==> config.mk <==
export PLATFORM = sky130hd
export DESIGN_NAME = branch_resolve
export DESIGN_NICKNAME = d
export VERILOG_FILES = /design/src/rtl/branch_resolve.sv
export SDC_FILE = /design/constraint.sdc
export NUM_CORES = 1
export LEC_CHECK = 0
export ABC_AREA = 1
export CORE_MARGIN = 3
export CORE_UTILIZATION = 55
export CTS_CLUSTER_DIAMETER = 40
export DETAILED_ROUTE_END_ITERATION = 16
export MAX_ROUTING_LAYER = met4
export PLACE_DENSITY = 0.88
export REMOVE_ABC_BUFFERS = 1
export SLEW_MARGIN = 20
export SYNTH_ARGS = -nofsm -noshare
export SYNTH_HDL_FRONTEND = slang
export SYNTH_SLANG_ARGS = --single-unit
==> constraint.sdc <==
create_clock -name clk_i -period 4.9 [get_ports clk_i]
set_input_delay 1.47 -clock clk_i [delete_from_list [all_inputs] [get_ports clk_i]]
set_output_delay 1.47 -clock clk_i [all_outputs]
set_load 0.02 [all_outputs]
==> src/rtl/branch_resolve.sv <==
// Branch resolution for the execute stage: detects mispredicts, issues a held
// fetch redirect with a one-cycle pipeline flush, and trains a bimodal BHT.
module branch_resolve #(
    parameter int unsigned BHT_IDX_W = 4,
    parameter logic [1:0]  RESET_CTR = 2'b01
) (
    input  logic        clk_i,
    input  logic        rstn_i,

    input  logic        ex_valid_i,
    input  logic        ex_is_cond_i,
    input  logic [31:0] ex_pc_i,
    input  logic [31:0] ex_target_i,
    input  logic        do_branch_i,
    input  logic        ex_pred_taken_i,
    input  logic [31:0] ex_pred_target_i,

    output logic        redirect_valid_o,
    output logic [31:0] redirect_pc_o,
    input  logic        redirect_ready_i,
    output logic        flush_o,

    input  logic [31:0] fetch_pc_i,
    output logic        bht_taken_o,

    output logic [31:0] stat_branch_o,
    output logic [31:0] stat_mispred_o
);

    localparam int unsigned PC_W  = 32;
    localparam int unsigned CTR_W = 2;
    localparam int unsigned BHT_N = 2 ** BHT_IDX_W;

    logic [PC_W-1:0]      seq_pc_c;
    logic [PC_W-1:0]      actual_next_c;
    logic [PC_W-1:0]      pred_next_c;
    logic                 accept_c;
    logic                 mispredict_c;
    logic                 cond_upd_c;
    logic                 handshake_c;
    logic [BHT_IDX_W-1:0] upd_idx_c;
    logic [BHT_IDX_W-1:0] fetch_idx_c;
    logic [CTR_W-1:0]     upd_ctr_c;
    logic [CTR_W-1:0]     ctr_next_c;

    logic                 redirect_valid_d;
    logic [PC_W-1:0]      redirect_pc_d;
    logic                 flush_d;
    logic [PC_W-1:0]      stat_branch_d;
    logic [PC_W-1:0]      stat_mispred_d;

    logic [CTR_W-1:0]     bht_q [BHT_N];

    // Resolve the instruction in EX against the prediction it carried from fetch.
    always_comb begin
        seq_pc_c      = ex_pc_i + 32'd4;
        actual_next_c = do_branch_i     ? ex_target_i      : seq_pc_c;
        pred_next_c   = ex_pred_taken_i ? ex_pred_target_i : seq_pc_c;
        // EX contents behind a pending redirect are wrong-path and must not act.
        accept_c      = ex_valid_i & ~redirect_valid_o;
        mispredict_c  = accept_c & (actual_next_c != pred_next_c);
        cond_upd_c    = accept_c & ex_is_cond_i;
        handshake_c   = redirect_valid_o & redirect_ready_i;
    end

    // Saturating counter update for the resolving branch.
    always_comb begin
        upd_idx_c   = ex_pc_i[BHT_IDX_W+1:2];
        fetch_idx_c = fetch_pc_i[BHT_IDX_W+1:2];
        upd_ctr_c   = bht_q[upd_idx_c];
        ctr_next_c  = upd_ctr_c;
        if (do_branch_i) begin
            if (upd_ctr_c != 2'd3) ctr_next_c = CTR_W'(upd_ctr_c + 2'd1);
        end else begin
            if (upd_ctr_c != 2'd0) ctr_next_c = CTR_W'(upd_ctr_c - 2'd1);
        end
    end

    // Fetch sees the stored value; a same-cycle update lands at the edge.
    assign bht_taken_o = bht_q[fetch_idx_c][1];

    // Next-state for the redirect handshake, flush pulse and event counters.
    always_comb begin
        redirect_valid_d = redirect_valid_o;
        redirect_pc_d    = redirect_pc_o;
        flush_d          = 1'b0;
        stat_branch_d    = stat_branch_o;
        stat_mispred_d   = stat_mispred_o;

        if (handshake_c) begin
            redirect_valid_d = 1'b0;
        end
        // A mispredict can only be accepted while no redirect is outstanding.
        if (mispredict_c) begin
            redirect_valid_d = 1'b1;
            redirect_pc_d    = actual_next_c;
            flush_d          = 1'b1;
            stat_mispred_d   = stat_mispred_o + 32'd1;
        end
        if (cond_upd_c) begin
            stat_branch_d = stat_branch_o + 32'd1;
        end
    end

    always_ff @(posedge clk_i) begin
        if (!rstn_i) begin
            redirect_valid_o <= 1'b0;
            redirect_pc_o    <= '0;
            flush_o          <= 1'b0;
            stat_branch_o    <= '0;
            stat_mispred_o   <= '0;
        end else begin
            redirect_valid_o <= redirect_valid_d;
            redirect_pc_o    <= redirect_pc_d;
            flush_o          <= flush_d;
            stat_branch_o    <= stat_branch_d;
            stat_mispred_o   <= stat_mispred_d;
        end
    end

    always_ff @(posedge clk_i) begin
        if (!rstn_i) begin
            for (int i = 0; i < int'(BHT_N); i++) begin
                bht_q[i] <= RESET_CTR;
            end
        end else if (cond_upd_c) begin
            bht_q[upd_idx_c] <= ctr_next_c;
        end
    end

endmodule

==> metrics <==
Pwr Total=0.00300 W; Total GRT Usage=32.4%; CTS max path bufs=2; r2r setup slk=2330 ps; DIE AREA=0.0189 sq mm; Yosys top cell area share=23.0%; IO buf count=205; first-pass GRT wire length=47600 um; H-tree lvl count=4; Crit-path slowest cell=clkdlybuf4s50_1; io pins=234; Clock Latency Late Sink=430 ps; Worst EP required=3430 ps; CP Class=in -> out; Pint=0.00205 W; final hold violations=0; switching power=0.000941 W; Fillers=1447; Seq cells post-synth=130; MaxCap Viol Count=0; Via density=5.31; Reg power frac=38.4%; Tightest Pin Transition=768 ps; max-slew violations=0; CTS tree=built; antenna violations before repair=1; core area=0.0167 sq mm; vias in the first global route=10218; worst hold path class=reg -> reg; Die Wd=137 um; Netlist cell types=36; worst vdd ir=0.246 mV; startpoint types=input port; Synth Flop Type=dfxtp_1; CTS Sinks=130; largest net degree at the start of global routing=68; Net Sw Frac=31.4%; DRT Wirelength=29800 um; Final Hold Slack=486 ps; fin crit share=96.6%; CTS Hold Bufs=0; clk slew on worst S/H paths=60 ps; EDFF count, synth=32; Initial DRC Count=734; outcome=finished, final reports clean; final worst path period need=4740 ps; Critical Path End Type=output pin; drt drc=0; post-DP HPWL=22200 um; synth top area cells=nand2_1 23%, dfxtp_1 21%, edfxtp_1 10%; via count=10836; Pre-antenna DRT Iters=5; Die Y-Extent=137 um; final setup vio count=0; Num CTS Buffers=17; Seq/Total Area, Yosys=30.8%; RSZ-0062 raised after global routing=no; Gate Count Post-Synth=1619; Comb pwr share=19.7%; Mapped Area=0.00948 sq mm; Ys Warns=0; Setup Fix Bufs, Post-CTS=0; Static Leak=5.33 nW; Setup Skew=11.7 ps; initial core utilization=56.8%; Slew Limit Headroom=48.8%; FP Rows=47; maximum clock frequency=211 MHz; Avg Cell Area, Syn=5.86 sq um; Finished Cell Area=0.0123 sq mm; total gr overflow=0; DR WL/cell=14.6 um; crit-path cells=clkdlybuf4s50_1 > o21ai_0 > a21oi_1 > nor2_1 > o31ai_1 > clkdlybuf4s50_1; antenna-violating nets left=0; Area Growth Syn to Fin=30.0%; Clock power frac=41.9%; layout cells sized above 1=5.99%; CTS resizes=0; Area after DPL=0.0118 sq mm; Root Buffer=clkbuf_16; Worst EP arrival=3270 ps; CP most frequent cell=clkdlybuf4s50_1; Final Util=73.8%; Nets=1949; Power Dens Cells=243 mW/mm^2; Synth area leader=nand2_1; GPL Wtd Cong=0.976; setup_tns=0 ps; CP Max Fanout=8; ys async rst share=0%; CP peak stage delay=640 ps
[Yosys cell counts, drive strengths merged (14+ instances only)]
| cell type | instances |
|---|---|
| or2 | 36 |
| clkbuf | 35 |
| dfxtp | 98 |
| nand3 | 153 |
| xor2 | 34 |
| o21ai | 59 |
| nor4 | 14 |
| nor3 | 29 |
| nor2 | 243 |
| a21oi | 60 |
| nand2 | 584 |
| edfxtp | 32 |
| buf | 23 |
| inv | 172 |
[final timing paths]
check | start | to | cells after the start
setup / recovery | fetch_pc_i[3] | bht_taken_o | 6
hold / removal | redirect_pc_o[2]$_SDFFE_PN0P_ | redirect_pc_o[2]$_SDFFE_PN0P_ | 2
setup reg to reg | redirect_valid_o$_SDFFE_PN0P_ | stat_branch_o[30]$_SDFFE_PN0P_ | 15
hold reg to reg | redirect_pc_o[2]$_SDFFE_PN0P_ | redirect_pc_o[2]$_SDFFE_PN0P_ | 2
[cell families (layout without fill, tap and decap cells)]
group,after synthesis,count (layout),share of synthesized area (%)
buffers and inverters,230,432,9.46
adder cells (fa/ha/maj),6,6,0.792
flip-flops,130,130,30.8
other,0,1,0
XOR/XNOR,47,47,4.34
AND/OR/NAND/NOR,1072,1072,47.2
AO/OA/AOI/OAI,134,134,7.43
[flip-flops by register name, summed over array words and instances, names as in the netlist]
name	flops
bht_q	32
flush_o	1
redirect_pc_o	32
redirect_valid_o	1
stat_branch_o	32
stat_mispred_o	32
[routing by layer]
layer	global-route usage, %	share of wire [%]
met5	-	0
met4	14.4	3.6
met3	7.34	8.5
met2	53.8	48
met1	37.5	40
[power by group through the flow]
stage / logic (W) / registers [W] / clock network, W
floorplan: 0.000276 / 0.00120 / 0
global placement: 0.000575 / 0.00117 / 0
detailed placement: 0.000584 / 0.00117 / 0
CTS: 0.000588 / 0.00115 / 0.00126
global route: 0.000656 / 0.00115 / 0.00131
finish: 0.000590 / 0.00115 / 0.00126
[through the flow]
stage / setup slack (ps) / std cells
2_1_floorplan: 131 / 1561
3_3_place_gp: 152 / 2009
3_5_place_dp: 161 / 2009
4_1_cts: 158 / 2041
5_1_grt: 31.8 / 2042
6_report: 165 / 2042
[placed cells by master, fill, tap and decap left out, types with 3 or more instances in the layout]
cell type	netlist	final
nor2_1	235	234
edfxtp_1	32	32
inv_1	169	168
inv_2	3	4
buf_4	2	21
nand3_1	152	152
o22ai_1	5	5
nand4_1	11	11
nand2_1	580	580
nor3_1	29	29
o21a_1	3	3
a21oi_1	60	60
nand2_2	3	3
or2_2	36	36
o21ai_0	54	54
inv_8	0	4
inv_6	0	5
nor2_2	4	5
xor2_1	34	34
clkdlybuf4s50_1	0	204
clkbuf_16	0	17
nor4_1	14	14
dfxtp_1	98	98
xnor2_1	13	13
o21ai_1	5	5
ha_1	6	6
nor2_4	4	4
[critical path: cells and delay by family]
| kind | cells | cell delay (ps) |
|---|---|---|
| AO/OA/AOI/OAI | 3 | 470 |
| buffers and inverters | 2 | 1260 |
| AND/OR/NAND/NOR | 1 | 60 |
[cell type report]
cell class | count | area, sq um | area share (%)
multi-input cells | 1259 | 5670 | 46.0
flip-flops and latches | 130 | 2920 | 23.7
repair buffers | 228 | 2240 | 18.2
well taps | 220 | 275 | 2.23
clock inverters | 15 | 141 | 1.15
inverters | 172 | 646 | 5.24
diodes | 1 | 2.50 | 0.0203
clock buffers | 17 | 425 | 3.45
Note: power is estimated with default switching activity, not from simulation.
